`src/rtl/gx4000_cpr_parser.sv`:
```
// Streaming CPR (RIFF/AMS!) cartridge image parser: validates the container, walks chunks
// and writes cbNN bank payloads to cartridge ROM with bank-relative addresses.
module gx4000_cpr_parser #(
    parameter int MAX_BANKS = 32,
    parameter int BANK_AW   = 14,
    parameter int BANK_BITS = 5,
    parameter int CSUM_W    = 16
) (
    input  logic                          clk_sys,
    input  logic                          reset,
    input  logic                          file_load,
    input  logic                          file_wr,
    input  logic [24:0]                   file_addr,
    input  logic [7:0]                    file_data,
    output logic                          rom_wr,
    output logic [BANK_BITS+BANK_AW-1:0]  rom_addr,
    output logic [7:0]                    rom_data,
    output logic [MAX_BANKS-1:0]          bank_valid,
    output logic [BANK_BITS:0]            bank_count,
    output logic [CSUM_W-1:0]             payload_checksum,
    output logic                          busy,
    output logic                          done,
    output logic                          error,
    output logic [2:0]                    err_code,
    output logic                          warn_oversize
);

    typedef enum logic [3:0] {
        S_IDLE, S_RIFF_ID, S_RIFF_LEN, S_FORM_ID, S_CHK_ID,
        S_CHK_LEN, S_CHK_DATA, S_CHK_SKIP, S_CHK_PAD, S_ERR
    } state_t;

    // Bank numbers are at most 99, so the limit is clamped to fit the 8-bit decode.
    localparam logic [7:0] BANK_LIMIT = (MAX_BANKS > 100) ? 8'd100 : 8'(MAX_BANKS);

    function automatic logic [7:0] riff_byte(input logic [1:0] idx);
        logic [7:0] b;
        case (idx)
            2'd0:    b = 8'h52;
            2'd1:    b = 8'h49;
            2'd2:    b = 8'h46;
            2'd3:    b = 8'h46;
            default: b = 8'h00;
        endcase
        return b;
    endfunction

    function automatic logic [7:0] ams_byte(input logic [1:0] idx);
        logic [7:0] b;
        case (idx)
            2'd0:    b = 8'h41;
            2'd1:    b = 8'h4D;
            2'd2:    b = 8'h53;
            2'd3:    b = 8'h21;
            default: b = 8'h00;
        endcase
        return b;
    endfunction

    state_t               state_r;
    logic                 load_d_r;
    logic [24:0]          exp_addr_r;
    logic [1:0]           cnt_r;
    logic [31:0]          id_r;
    logic [31:0]          len_r;
    logic [31:0]          rem_r;
    logic [BANK_AW:0]     off_r;
    logic [BANK_BITS-1:0] bank_r;

    logic        load_rise_s;
    logic        load_fall_s;
    logic        take_s;
    state_t      st_s;
    logic [24:0] exp_s;
    logic [1:0]  cnt_s;
    logic [2:0]  fail_code_s;
    logic [31:0] len_full_s;
    logic [7:0]  d1_s;
    logic [7:0]  d0_s;
    logic [7:0]  bank_num_s;
    logic        is_bank_s;
    state_t      after_len_s;
    state_t      after_body_s;

    // A rising file_load makes the byte of that same cycle the first byte of a fresh file.
    always_comb begin
        load_rise_s = file_load & ~load_d_r;
        load_fall_s = ~file_load & load_d_r;
        if (load_rise_s) begin
            st_s  = S_RIFF_ID;
            exp_s = 25'd0;
            cnt_s = 2'd0;
        end else begin
            st_s  = state_r;
            exp_s = exp_addr_r;
            cnt_s = cnt_r;
        end
        take_s = file_load & file_wr & (st_s != S_IDLE) & (st_s != S_ERR);
    end

    // Per-byte error classification; the address check takes priority over signatures.
    always_comb begin
        fail_code_s = 3'd0;
        if (!take_s) begin
            fail_code_s = 3'd0;
        end else if (file_addr != exp_s) begin
            fail_code_s = 3'd3;
        end else if ((st_s == S_RIFF_ID) && (file_data != riff_byte(cnt_s))) begin
            fail_code_s = 3'd1;
        end else if ((st_s == S_FORM_ID) && (file_data != ams_byte(cnt_s))) begin
            fail_code_s = 3'd2;
        end else begin
            fail_code_s = 3'd0;
        end
    end

    // Chunk classification, evaluated while the last length byte arrives (id_r is complete).
    always_comb begin
        len_full_s = {file_data, len_r[31:8]};
        d1_s       = id_r[15:8] - 8'h30;
        d0_s       = id_r[7:0] - 8'h30;
        bank_num_s = d1_s * 8'd10 + d0_s;
        is_bank_s  = (id_r[31:16] == 16'h6362) &&
                     (id_r[15:8] >= 8'h30) && (id_r[15:8] <= 8'h39) &&
                     (id_r[7:0] >= 8'h30) && (id_r[7:0] <= 8'h39) &&
                     (bank_num_s < BANK_LIMIT);
        if (len_full_s == 32'd0) begin
            after_len_s = S_CHK_ID;
        end else if (is_bank_s) begin
            after_len_s = S_CHK_DATA;
        end else begin
            after_len_s = S_CHK_SKIP;
        end
        if (len_r[0]) begin
            after_body_s = S_CHK_PAD;
        end else begin
            after_body_s = S_CHK_ID;
        end
    end

    // Parser state machine, ROM write port and status outputs.
    always_ff @(posedge clk_sys or posedge reset) begin
        if (reset) begin
            state_r          <= S_IDLE;
            load_d_r         <= 1'b0;
            exp_addr_r       <= 25'd0;
            cnt_r            <= 2'd0;
            id_r             <= 32'd0;
            len_r            <= 32'd0;
            rem_r            <= 32'd0;
            off_r            <= '0;
            bank_r           <= '0;
            rom_wr           <= 1'b0;
            rom_addr         <= '0;
            rom_data         <= 8'd0;
            bank_valid       <= '0;
            bank_count       <= '0;
            payload_checksum <= '0;
            busy             <= 1'b0;
            done             <= 1'b0;
            error            <= 1'b0;
            err_code         <= 3'd0;
            warn_oversize    <= 1'b0;
        end else begin
            load_d_r <= file_load;
            rom_wr   <= 1'b0;

            if (load_rise_s) begin
                state_r          <= S_RIFF_ID;
                exp_addr_r       <= 25'd0;
                cnt_r            <= 2'd0;
                bank_valid       <= '0;
                bank_count       <= '0;
                payload_checksum <= '0;
                busy             <= 1'b1;
                done             <= 1'b0;
                error            <= 1'b0;
                err_code         <= 3'd0;
                warn_oversize    <= 1'b0;
            end else if (load_fall_s) begin
                if ((state_r == S_CHK_ID) && (cnt_r == 2'd0)) begin
                    done    <= 1'b1;
                    state_r <= S_IDLE;
                end else if ((state_r != S_ERR) && (state_r != S_IDLE)) begin
                    state_r  <= S_ERR;
                    error    <= 1'b1;
                    err_code <= 3'd4;
                end
                busy <= 1'b0;
            end

            if (take_s) begin
                if (fail_code_s != 3'd0) begin
                    state_r  <= S_ERR;
                    error    <= 1'b1;
                    err_code <= fail_code_s;
                    busy     <= 1'b0;
                end else begin
                    exp_addr_r <= exp_s + 25'd1;
                    cnt_r      <= cnt_s + 2'd1;
                    case (st_s)
                        S_RIFF_ID: begin
                            if (cnt_s == 2'd3) state_r <= S_RIFF_LEN;
                        end
                        S_RIFF_LEN: begin
                            len_r <= len_full_s;
                            if (cnt_s == 2'd3) state_r <= S_FORM_ID;
                        end
                        S_FORM_ID: begin
                            if (cnt_s == 2'd3) state_r <= S_CHK_ID;
                        end
                        S_CHK_ID: begin
                            id_r <= {id_r[23:0], file_data};
                            if (cnt_s == 2'd3) state_r <= S_CHK_LEN;
                        end
                        S_CHK_LEN: begin
                            len_r <= len_full_s;
                            if (cnt_s == 2'd3) begin
                                rem_r   <= len_full_s;
                                off_r   <= '0;
                                bank_r  <= bank_num_s[BANK_BITS-1:0];
                                state_r <= after_len_s;
                            end
                        end
                        S_CHK_DATA, S_CHK_SKIP: begin
                            cnt_r <= 2'd0;
                            rem_r <= rem_r - 32'd1;
                            if (!off_r[BANK_AW]) off_r <= off_r + 1'b1;
                            if (st_s == S_CHK_DATA) begin
                                if (!off_r[BANK_AW]) begin
                                    rom_wr           <= 1'b1;
                                    rom_addr         <= {bank_r, off_r[BANK_AW-1:0]};
                                    rom_data         <= file_data;
                                    payload_checksum <= payload_checksum +
                                                        {{(CSUM_W-8){1'b0}}, file_data};
                                    bank_valid[bank_r] <= 1'b1;
                                    if (!bank_valid[bank_r]) begin
                                        bank_count <= bank_count + {{BANK_BITS{1'b0}}, 1'b1};
                                    end
                                end else begin
                                    warn_oversize <= 1'b1;
                                end
                            end
                            if (rem_r == 32'd1) state_r <= after_body_s;
                        end
                        S_CHK_PAD: begin
                            cnt_r   <= 2'd0;
                            state_r <= S_CHK_ID;
                        end
                        default: begin
                            state_r <= S_IDLE;
                        end
                    endcase
                end
            end
        end
    end

endmodule
```
`config.mk`:
```
export PLATFORM = sky130hd
export DESIGN_NAME = gx4000_cpr_parser
export DESIGN_NICKNAME = d
export VERILOG_FILES = /design/src/rtl/gx4000_cpr_parser.sv
export SDC_FILE = /design/constraint.sdc
export NUM_CORES = 1
export LEC_CHECK = 0
export ABC_AREA = 1
export CAP_MARGIN = 20
export CORE_ASPECT_RATIO = 0.9
export CORE_MARGIN = 1
export CORE_UTILIZATION = 26
export DETAILED_ROUTE_END_ITERATION = 10
export PLACE_DENSITY = 0.54
export RECOVER_POWER = 50
export SLEW_MARGIN = 20
export SYNTH_ARGS = -nofsm -noshare
export SYNTH_HDL_FRONTEND = slang
export SYNTH_SLANG_ARGS = --single-unit
```
`constraint.sdc`:
```
create_clock -name clk_sys -period 17.3 [get_ports clk_sys]
set_clock_uncertainty 0.05 [all_clocks]
set_input_delay 1.73 -clock clk_sys [delete_from_list [all_inputs] [get_ports clk_sys]]
set_output_delay 1.73 -clock clk_sys [all_outputs]
set_load 0.1 [all_outputs]
```
# Word level (Yosys, flattened, before mapping)
# Cells that the tools add are included.
# word_totals
elab_cells	192
reg_bits	237
out_inout_bits	89
in_bits	37
# op_classes
bitwise_logic	10
order_cmp	7
n_mul	1
n_addsub	9
n_eq_ne	21
muxes	93
reduce_logical	30
# ops
operator	count
$mux W32	7
$mux W16	6
$mux W25	3
$pmux W32 S2	1
$mux W4	14
$mux W6	7
$mux W8	5
$eq A32 B1 Y1 const B	1
$logic_not A32 Y1	1
$or A32 B32 Y32	1
$pmux W8 S4	1
$sub A32 B1 Y32 const B	1
$mux W15	2
$pmux W15 S2	1
$pmux W4 S7	1
$mux W1	27
$add A25 B1 Y25 const B	1
$ne A25 B25 Y1	1
$pmux W8 S3	1
$eq A4 B3 Y1 const B	5
$mux W2	9
$mux W3	6
$add A16 B8 Y16	1
$eq A16 B15 Y1 const B	1
other kinds (34)	67

# Longest topological paths before layout
# Gate-level depths: netlist of the first run.
# logic_depth
word_depth	22
mapped_depth	22
mapped_depth_nobuf	20

# Worst setup path after synthesis of the first run
# No wires, ideal clock.
# synth_path
path_kind	in2reg
from	input port file_load
to	register off_r[2]
t_arrival_ns	4.111
n_path_buf	2
path_stages	20
required_ns	17.129
slack_ns	13.018
cell_sequence	ha_1 -> inv_2 -> buf_2 -> nand2_1 -> inv_1 -> ha_1 -> inv_1 -> nor2_1 -> o21ai_0 -> nor2_1 -> nand2_1 -> nand2_1 -> nand3_1 -> nand2_1 -> nand2_1 -> nor2_2 -> nand3_1 -> clkbuf_1 -> nand2_1 -> nand2_1
# synth_via
elab_chain_len	16
elab_cells_between_ends	43
classes_between	eq/ne (14); mux (15); bitwise (5); reduce/logical (9)
# synth_lines
element	line	text
start: declaration	11	input logic file_load,
$and A1 B1 Y1	87	load_rise_s = file_load & ~load_d_r;
$mux W2	89	if (load_rise_s) begin
$eq A2 B2 Y1 (tied with other cells)	38, 50, 218	
$pmux W8 S4	50	case (idx)
$mux W8	108	end else if ((st_s == S_RIFF_ID) && (file_data != riff_byte(cnt_s))) begin
$mux W8	106	end else if (file_addr != exp_s) begin
$mux W8	104	if (!take_s) begin
$ne A8 B8 Y1	110	end else if ((st_s == S_FORM_ID) && (file_data != ams_byte(cnt_s))) begin
$logic_and A1 B1 Y1	110	
$mux W2	110	
$mux W2	108	
$mux W2	106	
$mux W2	104	
$reduce_bool A3 Y1	193	if (fail_code_s != 3'd0) begin
$not A1 Y1 (no source line)	n/a	
$reduce_and A5 Y1 (no source line)	n/a	
end signal: assignment	228	if (!off_r[BANK_AW]) off_r <= off_r + 1'b1;
end: declaration	67	logic [BANK_AW:0] off_r;
# Several ways; a longest one is shown, not always the timed one. The select of a mux whose other input is x is not followed.
# A chain may end at the register's enable or synchronous reset.

# Worst setup path in the final report of the first run
# layout_path
from	input port file_load
to	register id_r[27]
# layout_via
elab_chain_len	16
elab_cells_between_ends	36
classes_between	eq/ne (10); mux (14); bitwise (5); reduce/logical (7)
# layout_lines
element	line	text
$and A1 B1 Y1	87	
$mux W2	89	
$eq A2 B2 Y1 (tied with other cells)	38, 50	
$pmux W8 S4	50	
$mux W8	108	
$mux W8	106	
$mux W8	104	
$ne A8 B8 Y1	110	
$logic_and A1 B1 Y1	110	
$mux W2	110	
$mux W2	108	
$mux W2	106	
$mux W2	104	
$reduce_bool A3 Y1	193	
$not A1 Y1 (no source line)	n/a	
$reduce_and A3 Y1 (no source line) *	n/a	
end signal: assignment	213	id_r <= {id_r[23:0], file_data};
end: declaration	64	logic [31:0] id_r;
# Mark *: on every way between the ends. The rest lies on a longest branch, timed or not. The select of a mux whose other input is x is not followed.

==> results of run 1 <==
[critical path, cell delays in order]
cell and delay (ps):
dlygate4sd3_1 580, ha_1 210, buf_4 250, inv_2 100
clkbuf_1 2710, nand2_1 910, inv_2 260, nand2_1 100
nand3_1 90, nor2_1 40, nand3_1 80, nor2_1 70
nand4_2 60, buf_4 470, inv_2 310, nand2_1 140
buf_4 400, inv_2 230, nand2_1 100, o21ai_0 80
[cell usage in the layout (no fill, tap or decap), drive strengths merged]
cell type      instances
nand2                723
dfrtp                230
or2                   10
nand4                 34
nor3                  38
and2                   1
o211ai                 2
clkbuf                42
clkinv                 3
clkinvlp               4
a21boi                 1
a21oi                 36
ha                    40
o21bai                 3
dlygate4sd3           91
a21o                   1
bufinv                 4
clkdlybuf4s50         34
nor2                 170
fa                     3
nand3b                 6
o221ai                 1
o21ai                211
or4                    1
a31oi                  4
buf                   11
inv                  209
o22ai                  7
o22a                   1
nor3b                  3
nor4                  13
xnor2                 18
o31ai                  1
xor2                  44
a22oi                 13
a211oi                 1
nand3                 93
o311ai                 1
[power by group]
group / leakage (nW) / internal, mW / switching, mW
combinational: 4.71 / 0.0208 / 0.0652
clock: 0.481 / 0.394 / 0.238
sequential: 3.07 / 0.541 / 0.00226
total: 8.26 / 0.955 / 0.306
[metal layers]
metal | global-route usage, % | share of wire, % | vias up
met5 | 0 | 0.023 | -
met4 | 4.548 | 2.7 | 2
met3 | 1.759 | 4.8 | 63
met2 | 23.95 | 43 | 352
met1 | 24.45 | 50 | 6270
li1 | - | - | 6555
[layout make-up]
cell class / instances / area [um2] / area share, %
Clock buffer: 40 / 837.1 / 4.964
Timing Repair Buffer: 138 / 1341 / 7.955
Tap cell: 697 / 872.1 / 5.172
Inverter: 210 / 789.5 / 4.682
Clock inverter: 10 / 157.7 / 0.9350
Sequential cell: 230 / 5756 / 34.13
Multi-Input combinational cell: 1480 / 7108 / 42.16
[state kept, by name, indices dropped and copies added, names as in the netlist, 6 cells and up]
signal,count
rom_data,8
bank_count,6
rem_r,32
off_r,15
exp_addr_r,25
rom_addr,19
id_r,32
bank_valid,32
len_r,25
payload_checksum,16
[worst max path at each step]
stage / startpoint / endpoint / slack [ps] / cells after the start
after detailed placement: file_load / warn_oversize / 10620 / 14
final: file_load / id_r[27] / 8640 / 20
after floorplan: reset / bank_count[0] / 9220 / 1
after CTS: file_load / bank_valid[2] / 11220 / 14
after global routing: reset / rem_r[4] / 7590 / 4
after global placement: file_load / payload_checksum[9] / 10730 / 15
[stage by stage]
step / total power [mW] / cell area (um2) / setup WS (ps) / std cells
floorplan: 0.6071 / 13900 / 9215 / 1984
global placement: 0.6409 / 15870 / 10730 / 2755
detailed placement: 0.6410 / 15880 / 10620 / 2755
CTS: 1.283 / 16870 / 11220 / 2805
global route: 1.307 / 16860 / 7587 / 2805
finish: 1.261 / 16860 / 8644 / 2805
[kinds of logic after synthesis]
logic type / Yosys count / synth area share, %
DFF: 230 / 41.40
and+or+nand+nor: 1092 / 32.29
xor gates and xnor gates: 62 / 3.906
buffers and inverters: 274 / 7.613
adders and majority gates: 43 / 4.032
AOI/OAI and AO/OA: 283 / 10.76
==> results.json, run 1 <==
{
  "crit_arrival_ps": 9020,
  "yosys-top-cells-count": "nand2_1, dfrtp_1, inv_1",
  "drc": 0,
  "async_flop_share_pct": 100.0,
  "cts_buffers": 28,
  "fin_crit_sh_pct": 50.03,
  "die_w_um": 245.8,
  "cts_tree": "built",
  "period_needed_ps": 8656,
  "max_freq_mhz": 115.5,
  "path_class": "in2reg",
  "numPortBuffers": 125,
  "antenna_left": 0,
  "cts_root_buf": "clkbuf_16",
  "tns_ps": 0,
  "synth_top_area_cell": "dfrtp_1",
  "fp.coreArea_um2": 52950,
  "synthCells": 1984,
  "first_global_vias": 12479,
  "rsz0062_at_grt": "no",
  "vdd_drop_max_v": 0.00006060,
  "r2r_start": "load_d_r",
  "synth.most_common_cell": "nand2_1",
  "r2r_cells": 20,
  "wl_per_cell_um": 15.73,
  "first_pass_iters": 6,
  "gp_congestion": 0.8787,
  "power.static_leakage_nw": 8.263,
  "outcome": "finished with violations",
  "synth_flop_cell": "dfrtp_1",
  "initial_utilization_pct": 26.26,
  "nets": 2168,
  "syn-cell-area_um2": 13900,
  "die-area_um2": 54410,
  "synth_edf_count": 0,
  "dp_hpwl_mm": 31.67,
  "clk_latency_ps": 550,
  "hold_viol": 0,
  "h-tree-depth": 1,
  "ys_warn_count": 0,
  "die_h_um": 221.4,
  "violations": "max-capacitance violations, max-slew violations",
  "avgSynthCellArea_um2": 7.008,
  "rrSetupSlack_ps": 10030,
  "grt_pass1_wl_mm": 70.31,
  "area_growth_pct": 21.27,
  "whs_ps": 425.3,
  "worstHoldEndpoint": "id_r[24]",
  "antenna_cells": 0,
  "clk_pin_slew_ps": 50,
  "hold_class": "reg2reg",
  "drt_wl_total_mm": 44.11,
  "grt_max_degree": 104,
  "worstMarginPinSlew_ps": 4712,
  "setup_viol": 0,
  "setup.worst_path.start_class": "input port",
  "ys_seq_area_share_pct": 41.40,
  "overflow": 0,
  "cts_hold_buf": 0,
  "cts_buffer_depth": 3,
  "slew_headroom_pct": -215.9,
  "drive_above_1_share_pct": 4.459,
  "antenna_found_initial": 2,
  "p_per_area_nw_per_um2": 74.78,
  "rows": 80,
  "synth_cell_types": 42,
  "slew_violations": 251,
  "r2r-end": "id_r[27]",
  "cp_data_required_time_ps": 17670,
  "num_vias": 13242,
  "fillers": 5608,
  "drt-initial-drc-count": 967,
  "cts-resized-gates": 0,
  "synth.area.top_cells": "dfrtp_1, nand2_1, inv_1, o21ai_0, nor2_1",
  "via_per_inst": 4.721,
  "cp_max_fo": 80,
  "grt_usage_pct": 16.14,
  "fin_util_pct": 31.84,
  "ys_seq_elements": 230,
  "cts_setup_buffers": 0,
  "io_pins": 126,
  "min_path_cells": 2,
  "cp-end-kind": "flop",
  "hold_path_startpoint": "id_r[24]",
  "yosys.area.top_type_share_pct": 41.40,
  "synth_fp_nets": 2064,
  "cts.sinks": 230,
  "drv_cap": 3
}
(Power assumes the default switching activity.)
==> run 2: changes to the inputs <==
Settings changed: PLACE_DENSITY 0.54 to 0.56.
Clock period 17.3 ns to 7.4 ns, I/O delays scaled along.
==> run 2 against run 1 <==
Against the previous run: the run still ends with max-capacitance violations, max-slew violations left; routed wire length is 0.17% lower; clock-buffer cell count decreased by 3; sequential power increased by 130%; sequential share of layout area up 0.051 points; hold slack improved by 6.6 ps; clock power is 130% higher; worst setup slack lost 7100 ps; global-route usage up 0.059 points; utilization hardly changed; largest cell class unchanged; largest power group unchanged.
==> results.json, run 2 (synthesis results as in run 1) <==
{
  "first_pass_iters": 5,
  "antenna_left": 0,
  "tns_ps": 0,
  "seq_area_um2": 5756,
  "cts_root_buf": "clkbuf_16",
  "fin_cells": 2805,
  "wl_per_cell_um": 15.70,
  "grt_max_degree": 150,
  "io_pins": 126,
  "setup_viol": 0,
  "p_total_mw": 2.900,
  "path_class": "in2reg",
  "cp-end-kind": "flop",
  "die_w_um": 245.8,
  "fp.coreArea_um2": 52950,
  "rsz0062_at_grt": "no",
  "crit_arrival_ps": 6240,
  "drt_wl_total_mm": 44.04,
  "antenna_found_initial": 1,
  "drt-initial-drc-count": 1082,
  "slew_violations": 233,
  "first_global_vias": 12546,
  "cp_max_fo": 42,
  "initial_utilization_pct": 26.26,
  "die-area_um2": 54410,
  "multi_input_area_um2": 7103,
  "period_needed_ps": 5869,
  "p_per_area_nw_per_um2": 172.2,
  "slew_headroom_pct": -153.8,
  "cts-resized-gates": 0,
  "via_per_inst": 4.727,
  "grt_usage_pct": 16.20,
  "antenna_cells": 0,
  "cts_buffer_depth": 3,
  "clk_latency_ps": 560,
  "cp_slowest_cell": "inv_1",
  "cts_buffers": 28,
  "power.static_leakage_nw": 8.092,
  "drv_cap": 2,
  "cp_data_required_time_ps": 7780,
  "cts_tree": "built",
  "dp_hpwl_mm": 31.85,
  "crit_chain": "dlygate4sd3_1 > ha_1 > buf_4 > inv_1 > nand2_1 > inv_1 > ha_1 > inv_1 > nor2_1 > o21ai_0 > nor2_1 > nand2_1 > nand2_1 > nand4_2 > buf_4 > nor2_2 > buf_4 > inv_2 > nand2_1 > o21ai_1",
  "hold_viol": 0,
  "cts_setup_buffers": 0,
  "fillers": 5600,
  "area_growth_pct": 21.09,
  "drive_above_1_share_pct": 4.459,
  "cts_hold_buf": 0,
  "layout_commonest_cell": "nand2_1",
  "vdd_drop_max_v": 0.0001510,
  "cts.sinks": 230,
  "die_h_um": 221.4,
  "hold_class": "reg2reg",
  "cp_common_cell": "nand2_1",
  "clk_pin_slew_ps": 60,
  "grt_pass1_wl_mm": 70.61,
  "h-tree-depth": 1,
  "worstMarginPinSlew_ps": 3786,
  "post-place-cells": 2754,
  "max_freq_mhz": 170.4,
  "numPortBuffers": 125,
  "largestRegisters": "bank_valid (32), id_r (32), rem_r (32)",
  "drc": 0,
  "layout_common_cells": "nand2_1, dfrtp_1, inv_1",
  "num_vias": 13259,
  "overflow": 0,
  "cp_slowest_stage_delay_ps": 1050,
  "violations": "max-capacitance violations, max-slew violations",
  "setup.worst_path.start_class": "input port",
  "gp_congestion": 0.8793,
  "fin_crit_sh_pct": 79.32,
  "rows": 80,
  "nets": 2168,
  "outcome": "finished with violations"
}
run 2: per-stage QoR:
step | util (%) | cell area, um2 | worst slack (ps) | hold slack [ps]
CTS | 31.78 | 16830 | 1882 | 432.5
floorplan | - | 13900 | 305.4 | 391.0
detailed placement | 29.98 | 15870 | 1301 | 414.1
global placement | 29.96 | 15870 | 1389 | 408.1
finish | 31.80 | 16840 | 1531 | 431.9
global route | 31.80 | 16840 | 955.9 | 469.7
run 2: metal layers:
metal	up-vias	part of all wire [%]	track usage [%]
met5	-	0.023	0
met2	372	44	25.13
met3	60	5.1	1.977
met4	2	2.5	4.107
met1	6251	48	23.65
li1	6574	-	-
run 2: final cells by class:
class,instances,area share (%)
clock buffer,37,4.727
clock inverter,13,0.9438
inverter,210,4.689
multi-input combinational,1480,42.19
sequential,230,34.19
tap,697,5.180
timing repair buffer,138,8.086
run 2: worst paths after layout:
path	start	endpoint	slack, ps	depth (start not counted)
min reg2reg	id_r[24]	id_r[24]	430	2
max	file_load	rem_r[13]	1530	20
min	id_r[24]	id_r[24]	430	2
max reg2reg	load_d_r	rem_r[13]	1940	20
min in group asynchronous	reset	bank_valid[20]	1710	2
max in group asynchronous	reset	rem_r[11]	2150	3
run 2: power by group:
part           internal, mW  switching [mW]  leakage (nW)
Clock                 0.859           0.568         0.462
Combinational        0.0496           0.151          4.56
Sequential             1.26         0.00707          3.07
Total                  2.17           0.726          8.09
run 2: worst max-delay path, delay by kind of cell:
family                   cells  cell delay (ps)
adder cells (fa/ha/maj)      2              490
AO/OA/AOI/OAI                2              150
AND/OR/NAND/NOR              8             1640
buffers and inverters        8             3160
